File: src/rtl/gpio_access_arbiter.sv
// Round-robin two-port arbiter that sequences each access to the GPIO register
// port as IDLE -> SETUP -> ACCESS -> ACK, rejecting illegal addresses/writes.
module gpio_access_arbiter #(
  parameter logic [31:0] MAX_ADDR = 32'h24,
  parameter logic [31:0] RO_ADDR  = 32'h00
) (
  input  logic        sys_clk,
  input  logic        sys_rst,
  input  logic        r0_req,
  input  logic        r0_we,
  input  logic [31:0] r0_addr,
  input  logic [31:0] r0_wdata,
  output logic        r0_ack,
  output logic        r0_err,
  output logic [31:0] r0_rdata,
  input  logic        r1_req,
  input  logic        r1_we,
  input  logic [31:0] r1_addr,
  input  logic [31:0] r1_wdata,
  output logic        r1_ack,
  output logic        r1_err,
  output logic [31:0] r1_rdata,
  output logic        gpio_we,
  output logic [31:0] gpio_addr,
  output logic [31:0] gpio_dat_i,
  input  logic [31:0] gpio_dat_o,
  output logic        busy,
  output logic        grant_id
);

  typedef enum logic [1:0] {IDLE, SETUP, ACCESS, ACK} state_t;

  state_t state;
  logic   last;
  logic   cur_we;
  logic   winner;
  logic   legal;

  // On a tie the port that did not win last time gets the bus.
  always_comb begin
    winner = (r0_req && r1_req) ? ~last : r1_req;
  end

  // gpio_addr doubles as the latched transaction address.
  always_comb begin
    legal = (gpio_addr[1:0] == 2'b00) && (gpio_addr <= MAX_ADDR) &&
            !(cur_we && (gpio_addr == RO_ADDR));
  end

  always_ff @(posedge sys_clk or posedge sys_rst) begin
    if (sys_rst) begin
      state      <= IDLE;
      last       <= 1'b1;
      cur_we     <= 1'b0;
      grant_id   <= 1'b0;
      busy       <= 1'b0;
      gpio_we    <= 1'b0;
      gpio_addr  <= 32'h0;
      gpio_dat_i <= 32'h0;
      r0_ack     <= 1'b0;
      r0_err     <= 1'b0;
      r0_rdata   <= 32'h0;
      r1_ack     <= 1'b0;
      r1_err     <= 1'b0;
      r1_rdata   <= 32'h0;
    end else begin
      gpio_we <= 1'b0;
      r0_ack  <= 1'b0;
      r1_ack  <= 1'b0;
      case (state)
        IDLE: begin
          if (r0_req || r1_req) begin
            grant_id   <= winner;
            last       <= winner;
            cur_we     <= winner ? r1_we : r0_we;
            gpio_addr  <= winner ? r1_addr : r0_addr;
            gpio_dat_i <= winner ? r1_wdata : r0_wdata;
            busy       <= 1'b1;
            state      <= SETUP;
          end
        end
        SETUP: begin
          gpio_we <= cur_we && legal;
          state   <= ACCESS;
        end
        ACCESS: begin
          if (grant_id) begin
            r1_ack <= 1'b1;
            r1_err <= !legal;
            if (!cur_we) r1_rdata <= legal ? gpio_dat_o : 32'h0;
          end else begin
            r0_ack <= 1'b1;
            r0_err <= !legal;
            if (!cur_we) r0_rdata <= legal ? gpio_dat_o : 32'h0;
          end
          state <= ACK;
        end
        ACK: begin
          busy  <= 1'b0;
          state <= IDLE;
        end
        default: state <= IDLE;
      endcase
    end
  end

endmodule

File: config.mk
export PLATFORM = sky130hd
export DESIGN_NAME = gpio_access_arbiter
export DESIGN_NICKNAME = d
export VERILOG_FILES = /design/src/rtl/gpio_access_arbiter.sv
export SDC_FILE = /design/constraint.sdc
export NUM_CORES = 1
export LEC_CHECK = 0
export ABC_CLOCK_PERIOD_IN_PS = 5500
export CORE_UTILIZATION = 41
export CTS_CLUSTER_SIZE = 30
export DETAILED_ROUTE_END_ITERATION = 16
export GPL_ROUTABILITY_DRIVEN = 0
export PLACE_DENSITY = 0.81
export SYNTH_ARGS = -nofsm -noshare
export SYNTH_HDL_FRONTEND = slang
export SYNTH_SLANG_ARGS = --single-unit
export TNS_END_PERCENT = 50
File: constraint.sdc
create_clock -name sys_clk -period 5.5 [get_ports sys_clk]
set_clock_uncertainty 0.15 [all_clocks]
set_input_delay 1.1 -clock sys_clk [delete_from_list [all_inputs] [get_ports sys_clk]]
set_output_delay 1.1 -clock sys_clk [all_outputs]
set_load 0.05 [all_outputs]
==> metrics.yaml, run 1 <==
nets: 1001
htreeDepth: 4
dieArea_um2: 15500
synth_most_common_cell: "dfrtp_1"
setup-violations-final: 0
ff2ff_setup_slack_ps: 3120
syn2layout_area_growth_pct: 60.6
worst_hold_slack_ps: 330
p_comb_share_pct: 45.5
firstDrtPassIters: 4
fp.dieH_um: 124
post_cts_buffers: 0
ys_types: 29
fill_cells: 1084
fin_tns_setup_ps: 0
final.min_clock_period_ps: 3080
worstSetupPathType: "in -> reg"
rsz0062_at_grt: "no"
maxSlewViolCount: 0
synth.avg_cell_area_um2: 11.3
synthesis.area_um2: 6150
p_leak_nw: 4.38
routedLengthMet1_um: 6820
grt_pass1_vias: 5621
drv_cap: 0
p_per_area_nw_per_um2: 485
switching_share_pct: 43.0
utilization_pct: 67.7
status: "finished, final reports clean"
synth_ff_type: "dfrtp_1"
clkTransAtPathRegs_ps: 50
pwr-share-seq_pct: 31.3
power.total_mw: 4.79
grt_max_degree: 85
ir_drop_mv: 0.356
grt_pass1_wl_um: 28900
internal_power_mw: 2.73
io_buffers: 300
clockBufferDepth: 2
synthesis.nets: 717
cts_made_buffers: 17
crit_fanout: 66
cts_tree: "built"
cts_root_buf: "clkbuf_16"
cp_data_required_time_ps: 5600
yosys-top-cells-count: "dfrtp_1 (138), nand2_1 (67), nor2b_1 (67), o21ai_0 (66), mux2i_1 (65)"
min_path_type: "reg -> reg"
wl_met2_um: 9230
cts_resized: 0
ctsHoldBuffers: 0
max-slew-margin-rel_pct: 23.9
synth_area_leaders: "dfrtp_1 (56%), mux2i_1 (11%), nor2b_1 (6.8%)"
max_freq_mhz: 325
ys_seq_area_share_pct: 56.6
via_count: 5364
route.detailed.drc: 0
wire_per_inst_um: 17.8
antenna_found_initial: 0
netlist_instances: 546
insertion_delay_ps: 410
crit_path_start_kind: "input port"
drive_above_1_share_pct: 8.30
hold_violations: 0
crit_path_end_kind: "flip-flop"
p_switching_mw: 2.06
post-dp-hpwl_um: 13300
antenna_cells: 0
ant_nets: 0
pwr-share-clk_pct: 23.3
totalWireLength_um: 18300
async_reset_ff_share_pct: 100
grt.total_usage_pct: 24.0
first_iter_violations: 282
vias_per_cell: 5.22
critical_path_arrival_ps: 3180
synth_top_cell_area_share_pct: 56.2
gr-total-overflow: 0
initial_core_util_pct: 42.1
yosysTopAreaCell: "dfrtp_1"
io_pins: 301
synth_seq_cells: 139
ys_warn_count: 0
worstMarginPinSlew_ps: 1140
coreArea_um2: 14600
synth_edf_count: 0
clock_sinks: 139
period_share_pct: 56.0
top_layer_used: "met4"
row_count: 44
fp.dieW_um: 124
wl_met3_um: 1590
==> through the flow <==
stage / worst slack (ps) / std cells / area (um2)
after floorplan: 527 / 546 / 6150
after global placement: 2100 / 995 / 9300
after detailed placement: 2010 / 995 / 9300
after CTS: 2450 / 1027 / 9880
after global routing: 2280 / 1027 / 9880
final: 2420 / 1027 / 9880
==> cells in the final DEF, fill, tap and decap left out, types with 6 or more instances in the layout <==
cell,count
dfrtp_1,138
clkdlybuf4s50_1,300
mux2i_1,65
clkbuf_16,17
nand2_1,67
a31o_1,38
o21ai_0,66
nor4_1,8
buf_4,6
nor2b_1,65
a31o_2,26
clkinv_2,6
==> registers in the layout (all words and copies together), names as in the netlist <==
signal,flops
gpio_addr,32
gpio_dat_i,32
r0_rdata,32
r1_rdata,32
state,2
busy,1
cur_we,1
gpio_we,1
grant_id,1
last,1
r0_ack,1
r0_err,1
r1_ack,1
r1_err,1
==> power groups by stage <==
stage | logic (mW) | clock network, mW | registers, mW
after floorplan | 0.555 | 0 | 2.30
after global routing | 2.30 | 1.18 | 1.53
after CTS | 2.19 | 1.15 | 1.50
final | 2.18 | 1.12 | 1.50
after global placement | 2.14 | 0 | 1.50
after detailed placement | 2.18 | 0 | 1.50
==> layer usage <==
| layer | up-vias | track usage, % |
|---|---|---|
| met1 | 2585 | 25.1 |
| met2 | 240 | 41.8 |
| met4 | 0 | 11.7 |
| met3 | 43 | 9.24 |
| li1 | 2496 | - |
| met5 | - | 0 |
==> worst max-delay path, cell delays in order <==
cell             delay, ps
clkdlybuf4s50_1        570
a21boi_4               200
buf_4                  850
mux2i_1                280
o21ai_0                 90
==> path summary, 6_finish.rpt <==
kind	from	endpoint	cells after the start
worst min register to register	gpio_dat_i[4]	gpio_dat_i[4]	2
max in group asynchronous	sys_rst	gpio_dat_i[19]	3
min in group asynchronous	sys_rst	r0_rdata[0]	2
worst max-delay path	r1_req	gpio_addr[23]	5
worst min-delay path	gpio_dat_i[4]	gpio_dat_i[4]	2
worst max register to register	gpio_addr[18]	r0_rdata[2]	5
==> cell type report <==
type / instances / area (um2) / area share (%)
inverter: 3 / 16.3 / 0.165
clock buffer: 24 / 492 / 4.98
multi-input combinational: 362 / 2500 / 25.3
timing repair buffer: 307 / 3070 / 31.1
tap: 184 / 230 / 2.33
clock inverter: 8 / 90.1 / 0.912
sequential: 139 / 3480 / 35.2
==> kinds of logic after synthesis <==
family | count (synthesis) | share of synthesized area [%]
adders and majority gates | 5 | 1.02
AOI/OAI and AO/OA | 141 | 15.7
DFF | 139 | 56.6
buffers and inverters | 45 | 3.46
muxes | 66 | 10.8
and+or+nand+nor | 150 | 12.5
(Power assumes the default switching activity.)
==> run 2: changes to the inputs <==
Settings changed: ABC_CLOCK_PERIOD_IN_PS 5500 to 2900.
Clock period 5.5 ns to 2.9 ns, I/O delays scaled along.
==> metrics.yaml, run 2 (synthesized netlist as in run 1, its figures left out) <==
fill_cells: 1067  # -1.6%
firstDrtPassIters: 4  # unchanged
fp.dieW_um: 124  # unchanged
min_path_type: "reg -> reg"
grt_pass1_wl_um: 30300  # +5.0%
p_leak_nw: 4.41  # +0.61%
cp.buffers_inverters: 1  # -1
gr-total-overflow: 0  # unchanged
crit_fanout: 3  # -95%
cp.depth: 1  # -4
critical_path_arrival_ps: 1690  # -1490 ps
route.detailed.drc: 0  # unchanged
r2r-end: "r1_rdata[5]"
clock_sinks: 139  # unchanged
layout_commonest_cell: "clkdlybuf4s50_1"
crit_path_start_kind: "flip-flop"
final.min_clock_period_ps: 2420
drive_above_1_share_pct: 8.41  # +0.11 points
max_freq_mhz: 413
grt_pass1_vias: 5740  # +2.1%
vias_per_cell: 5.14  # -1.5%
power.total_mw: 9.18  # +92%
coreArea_um2: 14600  # unchanged
dieArea_um2: 15500  # unchanged
clkTransAtPathRegs_ps: 60  # about the same
totalWireLength_um: 18700  # +2.6%
ant_nets: 0  # unchanged
placed_area_um2: 9380  # +0.96%
io_pins: 301  # unchanged
row_count: 44  # unchanged
wire_per_inst_um: 18.2  # +2.4%
post-dp-hpwl_um: 13600  # +2.6%
p_per_area_nw_per_um2: 921  # +90%
antenna_found_initial: 1  # +1
worstSetupPathType: "reg -> out"
cts_root_buf: "clkbuf_16"
crit_end: "gpio_addr[21]"
ctsHoldBuffers: 0  # unchanged
grt_max_degree: 95  # +12%
maxSlewViolCount: 0  # unchanged
ff2ff_setup_slack_ps: 760  # -2360 ps
max-slew-margin-rel_pct: 55.4  # +31 points
critical_path.top_delay_family: "buffers and inverters"
slowest_delay_ps: 840  # about the same
cts_made_buffers: 17  # unchanged
fin_tns_setup_ps: 0  # unchanged
cp_data_required_time_ps: 2170  # -3430 ps
first_iter_violations: 303  # +7.4%
period_share_pct: 83.6
status: "finished, final reports clean"
crit_path_end_kind: "output pin"
layout_common_cells: "clkdlybuf4s50_1 (300), dfrtp_1 (138), nand2_1 (67)"
fp.dieH_um: 124  # unchanged
setup-violations-final: 0  # unchanged
fin_area_um2: 9970  # +0.95%
syn2layout_area_growth_pct: 62.2
initial_core_util_pct: 42.1  # unchanged
clockBufferDepth: 2  # unchanged
r2r_cells: 5  # unchanged
worstPathCellList: "clkdlybuf4s50_1"
grt.total_usage_pct: 25.1  # +1.1 points
via_count: 5294  # -1.3%
regToRegStartpoint: "gpio_addr[18]"
startpoint: "gpio_addr[21]"
drv_cap: 0  # unchanged
ir_drop_mv: 0.798  # +120%
worstMarginPinSlew_ps: 663  # -478 ps
cts_tree: "built"
hold_violations: 0  # unchanged
htreeDepth: 4  # unchanged
crit_slowest_cell: "clkdlybuf4s50_1"
nets: 1003  # +0.20%
cts_resized: 0  # unchanged
post_cts_buffers: 0  # unchanged
io_buffers: 300  # unchanged
insertion_delay_ps: 410  # about the same
rsz0062_at_grt: "no"
[run 2: cell types whose count changed in the layout (fill, tap and decap cells not counted)]
cell / previous run / this run
buf_4: 6 / 2
bufinv_16: 2 / 3
clkinvlp_4: 0 / 1
clkbuf_8: 4 / 2
inv_6: 1 / 0
diode_2: 0 / 1
buf_12: 1 / 7
[run 2: final cells by class]
type / count / area (um2) / share of cell area [%]
Multi-Input combinational cell: 362 / 2500 / 25.1
Tap cell: 184 / 230 / 2.31
Timing Repair Buffer: 309 / 3160 / 31.7
Antenna cell: 1 / 2.50 / 0.0251
Inverter: 3 / 15.0 / 0.151
Sequential cell: 139 / 3480 / 34.9
Clock buffer: 22 / 464 / 4.66
Clock inverter: 9 / 120 / 1.20
[run 2: stage by stage]
step           hold slack (ps)  worst slack, ps  cells  util, %
2_1_floorplan              354              436    546        -
3_3_place_gp               315              547    997     64.3
3_5_place_dp               320              461    997     64.3
4_1_cts                    332              450   1028     68.3
5_1_grt                    351              428   1029     68.3
6_report                   327              477   1029     68.3
[run 2: where the power goes]
part / internal [mW] / switching (mW)
combinational: 1.42 / 2.76
sequential: 2.45 / 0.402
clock: 1.38 / 0.773
[run 2: worst register-to-register path, cell delays in order (launching register included)]
cell and delay (ps):
dfrtp_1 390, nor4_1 410, nand4_1 250, a211oi_4 310, buf_12 290, a31o_1 260
[run 2: worst min-delay path by stage]
| stage | startpoint | end | slack, ps | depth (start not counted) |
|---|---|---|---|---|
| after global routing | gpio_dat_i[2] | gpio_dat_i[2] | 350 | 2 |
| after floorplan | last | last | 350 | 2 |
| final | gpio_dat_i[5] | gpio_dat_i[5] | 330 | 2 |
| after detailed placement | gpio_dat_i[5] | gpio_dat_i[5] | 320 | 2 |
| after global placement | gpio_dat_i[27] | gpio_dat_i[27] | 310 | 2 |
| after CTS | gpio_dat_i[5] | gpio_dat_i[5] | 330 | 2 |
[run 2: metal layers]
metal,share of wire [%],routed length (um),GRT usage [%],vias to the layer above
li1,-,-,-,2495
met2,52,9750,43.9,209
met3,8.5,1600,10.1,27
met4,2.3,431,9.78,0
met5,0,0,0,-
met1,37,6970,26.8,2563
==> run 3: changes to the inputs <==
Settings changed: ABC_CLOCK_PERIOD_IN_PS 2900 to 2400.
Clock period 2.9 ns to 2.4 ns, I/O delays scaled along.
==> metrics.yaml, run 3 (synthesized netlist as in run 1, its figures left out) <==
rsz0062_at_grt: "no"
maxSlewViolCount: 0  # unchanged
critical_path.top_delay_family: "buffers and inverters"
setup-violations-final: 0  # unchanged
insertion_delay_ps: 410  # about the same
row_count: 44  # unchanged
antenna_found_initial: 1  # unchanged
cp_data_required_time_ps: 1770  # -400 ps
clkTransAtPathRegs_ps: 60  # about the same
totalWireLength_um: 18500  # -1.1%
critical_path_arrival_ps: 1690  # about the same
slowest_delay_ps: 850  # about the same
clockBufferDepth: 2  # unchanged
cts_made_buffers: 17  # unchanged
fill_cells: 1050  # -1.6%
io_pins: 301  # unchanged
ir_drop_mv: 1.04  # +31%
drive_above_1_share_pct: 9.32  # +0.90 points
fin_area_um2: 10100  # +0.87%
dieArea_um2: 15500  # unchanged
io_buffers: 300  # unchanged
gr-total-overflow: 0  # unchanged
period_share_pct: 96.6
grt_max_degree: 69  # -27%
crit_fanout: 3  # unchanged
coreArea_um2: 14600  # unchanged
register_area_um2: 3480  # unchanged
grt_pass1_vias: 5693  # -0.82%
cts_root_buf: "clkbuf_16"
hold_violations: 0  # unchanged
layout_commonest_cell: "clkdlybuf4s50_1"
max_freq_mhz: 431
post_cts_buffers: 0  # unchanged
syn2layout_area_growth_pct: 63.6
cts_resized: 0  # unchanged
grt.total_usage_pct: 24.5  # -0.57 points
fp.dieW_um: 124  # unchanged
worstPathCellList: "clkdlybuf4s50_1"
htreeDepth: 4  # unchanged
wire_per_inst_um: 17.9  # -1.4%
p_per_area_nw_per_um2: 1120  # +21%
ctsHoldBuffers: 0  # unchanged
fp.dieH_um: 124  # unchanged
grt_pass1_wl_um: 29600  # -2.2%
nets: 1006  # +0.30%
worstMarginPinSlew_ps: 725  # +61.6 ps
vias_per_cell: 5.11  # -0.61%
max-slew-margin-rel_pct: 51.2  # -4.1 points
crit_path_start_kind: "flip-flop"
power.total_mw: 11.2  # +23%
cp.buffers_inverters: 1  # unchanged
route.detailed.drc: 0  # unchanged
final.min_clock_period_ps: 2320
cts_tree: "built"
post-dp-hpwl_um: 13400  # -1.3%
drv_cap: 0  # unchanged
status: "finished, final reports clean"
initial_core_util_pct: 42.1  # unchanged
first_iter_violations: 239  # -21%
crit_slowest_cell: "clkdlybuf4s50_1"
crit_path_end_kind: "output pin"
firstDrtPassIters: 4  # unchanged
r2r_cells: 5  # unchanged
multi_input_area_um2: 2500  # unchanged
via_count: 5282  # -0.23%
p_leak_nw: 4.45  # +0.85%
min_path_type: "in -> async"
placed_area_um2: 9430  # +0.48%
fin_tns_setup_ps: 0  # unchanged
worstSetupPathType: "reg -> out"
clock_sinks: 139  # unchanged
cp.depth: 1  # unchanged
layout_common_cells: "clkdlybuf4s50_1 (299), dfrtp_1 (138), nand2_1 (67)"
ant_nets: 0  # unchanged
## run 3: cell count changes in the layout (fill, tap and decap cells not counted), sizes merged
cell / delta
clkinvlp: +3
bufinv: +1
clkbuf: -3
buf: +4
clkdlybuf4s50: -1
## run 3: through the flow
stage	setup slack, ps	hold WS [ps]	instances	utilization, %
after floorplan	35.7	354	546	-
after CTS	56.9	260	1032	68.9
after global routing	40.8	310	1033	68.9
final	80.9	265	1033	68.9
after global placement	253	315	1000	64.6
after detailed placement	167	324	1000	64.6
## run 3: power breakdown
part | internal, mW | switching, mW | leakage [nW] | total, mW
combinational | 1.74 | 3.31 | 2.33 | 5.04
sequential | 2.95 | 0.495 | 1.81 | 3.45
clock | 1.78 | 0.974 | 0.304 | 2.75
total | 6.47 | 4.78 | 4.45 | 11.2
## run 3: area by class of cell
| type | instances | area share (%) |
|---|---|---|
| Antenna cell | 1 | 0.0249 |
| Clock inverter | 13 | 1.72 |
| Inverter | 3 | 0.149 |
| Tap cell | 184 | 2.29 |
| Multi-Input combinational cell | 362 | 24.9 |
| Sequential cell | 139 | 34.6 |
| Timing Repair Buffer | 312 | 31.8 |
| Clock buffer | 19 | 4.50 |
## run 3: worst paths after layout
kind,end,slack (ps),startpoint
worst min-delay path,r0_rdata[3],260,sys_rst
worst min register to register,gpio_dat_i[3],330,gpio_dat_i[3]
min in group sys_clk,gpio_dat_i[3],330,gpio_dat_i[3]
max in group asynchronous,last,1210,sys_rst
worst max register to register,r1_rdata[6],300,gpio_addr[18]
worst max-delay path,gpio_addr[21],80,gpio_addr[21]
## run 3: per-layer routing
layer	global-route usage, %	up-vias	routed length, um
met5	0	-	0
met4	12.6	0	698
met3	9.36	53	1650
met2	41.2	234	9250
met1	26.9	2496	6940
li1	-	2499	-
## run 3: worst reg2reg max path: stages (launching register included)
cell	delay (ps)
dfrtp_1	400
nor4_1	400
nand4_1	250
a211oi_4	300
buf_12	300
a31o_1	240
